<file path="src/rtl/bridge_pkg.sv">
// Shared memory-map constants and encodings for the data-side bridge.
// Address ranges are inclusive and match the decode stage's map.
package bridge_pkg;

    localparam logic [31:0] DM_LO  = 32'h0000_0000;
    localparam logic [31:0] DM_HI  = 32'h0000_2FFF;
    localparam logic [31:0] T0_LO  = 32'h0000_7F00;
    localparam logic [31:0] T0_HI  = 32'h0000_7F0B;
    localparam logic [31:0] T1_LO  = 32'h0000_7F10;
    localparam logic [31:0] T1_HI  = 32'h0000_7F1B;
    localparam logic [31:0] INT_LO = 32'h0000_7F20;
    localparam logic [31:0] INT_HI = 32'h0000_7F23;

    typedef enum logic [2:0] {
        SEL_DM,
        SEL_T0,
        SEL_T1,
        SEL_INT,
        SEL_NONE
    } sel_e;

    typedef enum logic {
        OWN_A,
        OWN_B
    } owner_e;

    function automatic logic in_rng(
        input logic [31:0] a,
        input logic [31:0] lo,
        input logic [31:0] hi
    );
        return (a >= lo) && (a <= hi);
    endfunction

endpackage

</file>
<file path="src/rtl/sys_bridge_addr_decode.sv">
// Combinational address-to-slave decoder.
// Ranges never overlap, so at most one arm can match.
import bridge_pkg::*;

module addr_decode (
    input  logic [31:0] addr,
    output sel_e        sel
);

    // Map the granted byte address onto one slave select
    always_comb begin
        sel = SEL_NONE;
        unique case (1'b1)
            in_rng(addr, DM_LO, DM_HI):   sel = SEL_DM;
            in_rng(addr, T0_LO, T0_HI):   sel = SEL_T0;
            in_rng(addr, T1_LO, T1_HI):   sel = SEL_T1;
            in_rng(addr, INT_LO, INT_HI): sel = SEL_INT;
            default:                      sel = SEL_NONE;
        endcase
    end

endmodule

</file>
<file path="src/rtl/sys_bridge.sv">
// Two-master data-side bridge: arbitration with starvation guard,
// decode, strobe gating and a fixed one-cycle return path.
import bridge_pkg::*;

module sys_bridge #(
    parameter int STARVE_LIMIT = 4,
    parameter int CNT_W        = 3
) (
    input  logic        clk,
    input  logic        reset,
    input  logic        a_req,
    input  logic        a_we,
    input  logic [31:0] a_addr,
    input  logic [31:0] a_wdata,
    input  logic [3:0]  a_byteen,
    output logic        a_stall,
    output logic        a_rvalid,
    input  logic        b_req,
    input  logic        b_we,
    input  logic [31:0] b_addr,
    input  logic [31:0] b_wdata,
    input  logic [3:0]  b_byteen,
    output logic        b_gnt,
    output logic        b_rvalid,
    output logic [31:0] rdata,
    output logic [31:0] dm_addr,
    output logic [31:0] dm_wdata,
    output logic [3:0]  dm_byteen,
    input  logic [31:0] dm_rdata,
    output logic [29:0] tc0_addr,
    output logic        tc0_we,
    input  logic [31:0] tc0_rdata,
    output logic [29:0] tc1_addr,
    output logic        tc1_we,
    input  logic [31:0] tc1_rdata,
    output logic [31:0] tc_wdata,
    output logic        int_resp
);

    localparam logic [CNT_W-1:0] LIM = CNT_W'(STARVE_LIMIT);

    logic [CNT_W-1:0] starve_q, starve_d;
    owner_e           owner_q, owner_d;
    sel_e             sel_q, sel_d;
    logic             pend_q, pend_d;
    logic [31:0]      tc_q, tc_d;

    logic        b_win;
    logic        grant;
    logic        win_we;
    logic [31:0] win_addr;
    logic [31:0] win_wdata;
    logic [3:0]  win_be;
    sel_e        win_sel;

    addr_decode u_dec (
        .addr (win_addr),
        .sel  (win_sel)
    );

    // Pick the winner; B only beats A once it has starved long enough
    always_comb begin
        b_win     = b_req & (~a_req | (starve_q == LIM));
        grant     = a_req | b_req;
        win_we    = b_win ? b_we     : a_we;
        win_addr  = b_win ? b_addr   : a_addr;
        win_wdata = b_win ? b_wdata  : a_wdata;
        win_be    = b_win ? b_byteen : a_byteen;
        a_stall   = a_req & b_win;
        b_gnt     = b_win;
    end

    // Slave strobes come from the granted request only
    always_comb begin
        dm_addr   = win_addr;
        dm_wdata  = win_wdata;
        tc0_addr  = win_addr[31:2];
        tc1_addr  = win_addr[31:2];
        tc_wdata  = win_wdata;
        dm_byteen = '0;
        tc0_we    = 1'b0;
        tc1_we    = 1'b0;
        int_resp  = 1'b0;
        if (grant && win_we) begin
            unique case (win_sel)
                SEL_DM:  dm_byteen = win_be;
                SEL_T0:  tc0_we    = (win_be == 4'hF);
                SEL_T1:  tc1_we    = (win_be == 4'hF);
                SEL_INT: int_resp  = |win_be;
                default: ;
            endcase
        end
    end

    // Next-state for the return slot and the starvation counter
    always_comb begin
        pend_d  = grant;
        owner_d = b_win ? OWN_B : OWN_A;
        sel_d   = win_sel;
        tc_d    = tc_q;
        if (grant) begin
            unique case (win_sel)
                SEL_T0:  tc_d = tc0_rdata;
                SEL_T1:  tc_d = tc1_rdata;
                default: tc_d = '0;
            endcase
        end
        if (!b_req || b_win) begin
            starve_d = '0;
        end else if (starve_q != LIM) begin
            starve_d = starve_q + 1'b1;
        end else begin
            starve_d = starve_q;
        end
    end

    // State registers with synchronous reset
    always_ff @(posedge clk) begin
        if (reset) begin
            starve_q <= '0;
            owner_q  <= OWN_A;
            sel_q    <= SEL_NONE;
            pend_q   <= 1'b0;
            tc_q     <= '0;
        end else begin
            starve_q <= starve_d;
            owner_q  <= owner_d;
            sel_q    <= sel_d;
            pend_q   <= pend_d;
            tc_q     <= tc_d;
        end
    end

    // Return path one cycle after grant; reset kills an in-flight return
    always_comb begin
        a_rvalid = pend_q & ~reset & (owner_q == OWN_A);
        b_rvalid = pend_q & ~reset & (owner_q == OWN_B);
        rdata    = '0;
        if (pend_q && !reset) begin
            unique case (sel_q)
                SEL_DM:         rdata = dm_rdata;
                SEL_T0, SEL_T1: rdata = tc_q;
                default:        rdata = '0;
            endcase
        end
    end

endmodule

</file>
<file path="config.mk">
export PLATFORM = sky130hd
export DESIGN_NAME = sys_bridge
export DESIGN_NICKNAME = d
export VERILOG_FILES = /design/src/rtl/bridge_pkg.sv /design/src/rtl/sys_bridge_addr_decode.sv /design/src/rtl/sys_bridge.sv
export SDC_FILE = /design/constraint.sdc
export NUM_CORES = 1
export LEC_CHECK = 0
export CAP_MARGIN = 15
export CORE_AREA = 2 2 169 171
export CTS_CLUSTER_DIAMETER = 50
export DETAILED_ROUTE_END_ITERATION = 8
export DIE_AREA = 0 0 171 173
export PLACE_DENSITY = 0.57
export SETUP_SLACK_MARGIN = 0.05
export SLEW_MARGIN = 20
export SYNTH_ARGS = -nofsm -noshare
export SYNTH_HDL_FRONTEND = slang
export SYNTH_SLANG_ARGS = --single-unit
</file>
<file path="constraint.sdc">
create_clock -name clk -period 4.9 [get_ports clk]
set_input_delay 0.735 -clock clk [delete_from_list [all_inputs] [get_ports clk]]
set_output_delay 0.735 -clock clk [all_outputs]
set_load 0.1 [all_outputs]
</file>
-- Word level (Yosys, flattened, before mapping)
Index checks and enable logic that the tools add are counted.
- mux-type cells: 17
- reductions and logical operators: 14
- equal/unequal tests: 8
- add/subtract/negate cells: 1
- order comparisons: 8
- bitwise logic cells: 10
- operators with widths (kind ; number):
    one-hot mux 32 bit (2 select lines) ; 2
    >= comparator 32 x 15 -> 1 bit, second input constant ; 3
    <= comparator 32 x 15 -> 1 bit, second input constant ; 3
    two-way mux 32 bit ; 3
    >= comparator 32 x 1 -> 1 bit, second input constant ; 1
    <= comparator 32 x 14 -> 1 bit, second input constant ; 1
    two-way mux 4 bit ; 3
    one-hot mux 3 bit (4 select lines) ; 1
    == test 3 x 2 -> 1 bit, second input constant ; 3
    two-way mux 1 bit ; 8
    == test 3 x 1 -> 1 bit, second input constant ; 2
    logical AND 1 bit ; 6
    logical NOT 3 bit ; 2
    AND 1 bit ; 5
    == test 4 bit, second input constant ; 1
    OR reduction 2 bit ; 2
    OR reduction 4 bit ; 1
    adder 3 x 1 -> 3 bit, second input constant ; 1
    == test 3 bit, second input constant ; 1
    inequality test 3 bit, second input constant ; 1
    NOT 1 bit ; 3
    logical NOT 1 bit ; 2
    bitwise OR 1 bit ; 2
    logical OR 1 bit ; 1
- input bits: 238
- word-level logic and storage cells: 63
- bits in registers: 40
- output and inout port bits: 199

-- Depth between registers and ports, before layout
- depth in word-level cells: 10
- depth in mapped cells: 11

-- Cells and area by module
A second synthesis with hierarchy kept.
- cell total of the unflattened synthesis: 553
- area, all modules: 4584.4 sq um
- modules (own cells, without submodules) (module ; cells each ; times used ; area an instance (sq um) ; seq. area each (sq um)):
    sys_bridge ; 529 ; 1 ; 4436.8 ; 800.8
    addr_decode ; 24 ; 1 ; 147.6 ; 0.0

-- Worst setup path after synthesis
Ideal clock, no wire load.
- path type: input to output
- start point: in b_req
- end point: out int_resp
- path buffers: 1
- arrival: 3.864 ns
- stages: 5
- setup slack: 0.301 ns
- required time: 4.165 ns
- cell sequence: clkbuf_1 > nand4_1 > a221oi_4 > nand3_1 > nor3_1
- cells in the longest elaborated chain, start to end: 8
- RTL lines (what ; RTL line ; text):
    start: declaration ; sys_bridge.sv:18 ; input logic b_req,
    AND 1 bit ; sys_bridge.sv:63 ; b_win = b_req & (~a_req | (starve_q == LIM));
    two-way mux 32 bit ; sys_bridge.sv:66 ; win_addr = b_win ? b_addr : a_addr;
    >= comparator 32 x 15 -> 1 bit (tied with other cells) ; bridge_pkg.sv:32 ; return (a >= lo) && (a <= hi);
    logical AND 1 bit ; bridge_pkg.sv:32 ;
    one-hot mux 3 bit (4 select lines) ; sys_bridge_addr_decode.sv:13 ; unique case (1'b1)
    == test 3 x 2 -> 1 bit ; sys_bridge.sv:85 ; unique case (win_sel)
    two-way mux 1 bit ; sys_bridge.sv:85 ;
    two-way mux 1 bit (*) ; sys_bridge.sv:84 ; if (grant && win_we) begin
    end: declaration ; sys_bridge.sv:37 ; output logic int_resp
Every way passes the cells marked *; elsewhere a longest branch is shown, timed or not.

-- Worst setup path in the final report
- start point: in a_req
- end point: out dm_byteen[3]
- cells in the longest elaborated chain, start to end: 10
- RTL lines (what ; RTL line ; text):
    start: declaration ; sys_bridge.sv:11 ; input logic a_req,
    NOT 1 bit ; sys_bridge.sv:63 ;
    bitwise OR 1 bit ; sys_bridge.sv:63 ;
    AND 1 bit ; sys_bridge.sv:63 ;
    two-way mux 32 bit ; sys_bridge.sv:66 ;
    >= comparator 32 x 15 -> 1 bit (tied with other cells) ; bridge_pkg.sv:32 ;
    logical AND 1 bit ; bridge_pkg.sv:32 ;
    one-hot mux 3 bit (4 select lines) ; sys_bridge_addr_decode.sv:13 ;
    logical NOT 3 bit ; sys_bridge.sv:85 ;
    two-way mux 4 bit ; sys_bridge.sv:85 ;
    two-way mux 4 bit (*) ; sys_bridge.sv:84 ;
    end: declaration ; sys_bridge.sv:28 ; output logic [3:0] dm_byteen,
Marks and branches as above.

==> results <==
-- power by group through the flow --
stage               Combinational, mW  Sequential, mW  Clock [mW]
floorplan                       0.990           0.334           0
global placement                 1.65           0.334           0
detailed placement               1.65           0.334           0
CTS                              1.65           0.327       0.348
global route                     1.69           0.327       0.361
finish                           1.64           0.327       0.331
-- cell usage in the layout, fill, tap and decap left out, drive strengths merged, types with 3 or more instances in the layout --
cell	netlist	final
a21boi	3	3
a21o	3	3
a21oi	6	6
a22oi	64	64
buf	103	211
clkbuf	28	6
clkdlybuf4s50	0	237
dfxtp	40	40
inv	8	8
nand2	236	236
nand3	6	6
nand4	8	8
nor2	43	43
nor3	9	9
nor4	12	12
o21ai	38	38
-- registers in the layout, summed over array words and instances (netlist names) --
register,flops
owner_q,1
pend_q,1
sel_q,3
starve_q,3
tc_q,32
-- through the flow --
step | total power, mW | area, um^2
after floorplan | 1.32 | 3940
after global placement | 1.98 | 9570
after detailed placement | 1.98 | 9570
after CTS | 2.33 | 9720
after global routing | 2.38 | 9720
final | 2.30 | 9720
-- what timing repair did --
item	4_1_cts	5_1_grt
setup buffers	0	0
resized for setup	0	1
setup endpoints to repair	0	1
-- critical path, stage by stage --
cell	delay [ps]
clkdlybuf4s50_1	530
a21bo_1	410
nand2_4	260
inv_2	180
buf_4	530
buf_4	340
nand2_1	90
a21oi_1	350
buf_12	230
-- metal layers --
metal / vias up / part of all wire / global-route usage
li1: 2679 / - / -
met4: 0 / 0.011 / 0.0265
met1: 2458 / 0.39 / 0.169
met3: 17 / 0.074 / 0.0298
met5: - / 0 / 0
met2: 243 / 0.53 / 0.270
-- logic make-up after synthesis --
kind of cell,share of synthesized area
xor+xnor,0.00222
simple gates,0.332
compound gates,0.219
buf+inv,0.229
flops,0.203
fa+ha+maj,0.00635
mux,0.00826
-- final cells by class --
class / count / area share
multi-input cells: 450 / 0.233
clock buffers: 6 / 0.0143
flip-flops and latches: 40 / 0.0823
repair buffers: 448 / 0.618
inverters: 8 / 0.00309
well taps: 378 / 0.0486
clock inverters: 2 / 0.00103
-- final timing paths --
| check | startpoint | end | slack (ps) | depth (start not counted) |
|---|---|---|---|---|
| worst min-delay path | tc_q[8]$_SDFFE_PP0P_ | tc_q[8]$_SDFFE_PP0P_ | 450 | 2 |
| worst min register to register | tc_q[8]$_SDFFE_PP0P_ | tc_q[8]$_SDFFE_PP0P_ | 450 | 2 |
| worst max register to register | starve_q[0]$_SDFFE_PP0N_ | sel_q[2]$_SDFF_PP1_ | 2180 | 9 |
| worst max-delay path | a_req | dm_byteen[3] | 470 | 9 |
==> results.py <==
metrics = {
    "route": {
        "drt-initial-drc-count": 279,
        "drtAntennaViolNets": 0,
        "remaining_drc_errors": 0,
        "via_per_inst": 4.05,
        "first_pass_iters": 5,
        "routedWlPerCell_um": 16.8,
        "wirelength_um": 22400,
        "vias": 5397,
    },
    "cells_and_area": {
        "drive_gt1_frac": 0.242,
        "fin_util": 0.352,
        "ff_latch_area_um2": 801,
        "multiInputGateArea_mm2": 0.00226,
        "area_delta_synth_final_pct": 147,
        "nNetsFinal": 1193,
        "diodes": 0,
        "fillers": 2859,
        "finalNonFillerCells": 1332,
    },
    "synthesis": {
        "synth_nets": 869,
        "netlist_instances": 629,
        "synth_top_area_share": 0.224,
        "yosysSeqAreaShare": 0.203,
        "synth-seq-cells": 40,
        "ys_types": 40,
        "synth_edf_count": 0,
        "yosysWarnings": 0,
        "synth_most_common_cell": "nand2_1",
        "synth_common_cells": "235 x nand2_1, 94 x buf_4, 64 x a22oi_1",
        "yosysTopAreaCell": "nand2_1",
        "syn_area_per_cell_um2": 6.26,
        "ys.flop_type": "dfxtp_1",
        "synthArstFlopShare": 0,
        "syn_area_mm2": 0.00394,
        "synth.area.top_cells": "nand2_1 22%, dfxtp_1 20%, buf_4 18%",
    },
    "cts": {
        "cts_tree": "done",
        "cts_buffers": 5,
        "cts-root-buf": "clkbuf_16",
        "clockBufferDepth": 2,
        "cts.sinks": 40,
        "clk_pin_slew_worst_paths_ps": 60,
        "cts_max_level": 2,
        "cts_hold_buf": 0,
        "clk_latency_ps": 280,
    },
    "placed_design": {
        "gp_congestion": 0.823,
        "port_buffers": 436,
        "place_ws_ps": 273,
        "dp.cells": 1324,
        "dp_hpwl_um": 18900,
    },
    "grt": {
        "grt_max_degree": 57,
        "grtUsageTotal": 0.144,
        "grt_pass1_wl_um": 33000,
        "grt-ovfl-total": 0,
        "grt_pass1_vias": 5540,
        "antenna_found_initial": 0,
    },
    "pwr": {
        "p_sw_mw": 1.18,
        "power.leakage_nw": 3.97,
        "p_int_mw": 1.12,
        "power.clock.fraction": 0.144,
        "pwr_density_cell_mw_per_mm2": 237,
        "combPwrFrac": 0.714,
        "swShare": 0.513,
        "ir_drop_mv": 0.133,
        "pwr-share-seq": 0.142,
    },
    "die": {
        "initial_utilization": 0.143,
        "rows": 61,
        "die_y_um": 173,
        "die_x_um": 171,
        "core_mm2": 0.0276,
        "io_pins": 437,
        "dieArea_mm2": 0.0296,
    },
    "sta": {
        "final.setup.worst_slack_ps": 471,
        "report.final.slew_viol_count": 0,
        "finalCriticalPeriod_ps": 4430,
        "finalSetupViolations": 0,
        "skew_ps": 3.98,
        "slew_headroom": 0.581,
        "period_share": 0.904,
        "fin_tns_setup_ps": 0,
        "whs_ps": 449,
        "hold_viol": 0,
        "tightest_slew_ps": 628,
        "fmax_mhz": 226,
        "grt_setup_unrepaired": "no",
    },
    "critical_path": {
        "critPathLaunchType": "input pin",
        "endpoint_kind": "output port",
        "crit_fanout": 56,
        "cp.arrival_ps": 3690,
        "cp_data_required_time_ps": 4160,
        "critPathKind": "input pin to output port",
    },
    "run": {
        "cap_violations": 0,
    },
    "hold_path": {
        "worstHoldPathType": "flop to flop",
    },
    "status": {
        "outcome": "complete, no violations",
    },
}
Note: power is estimated with default switching activity, not from simulation.
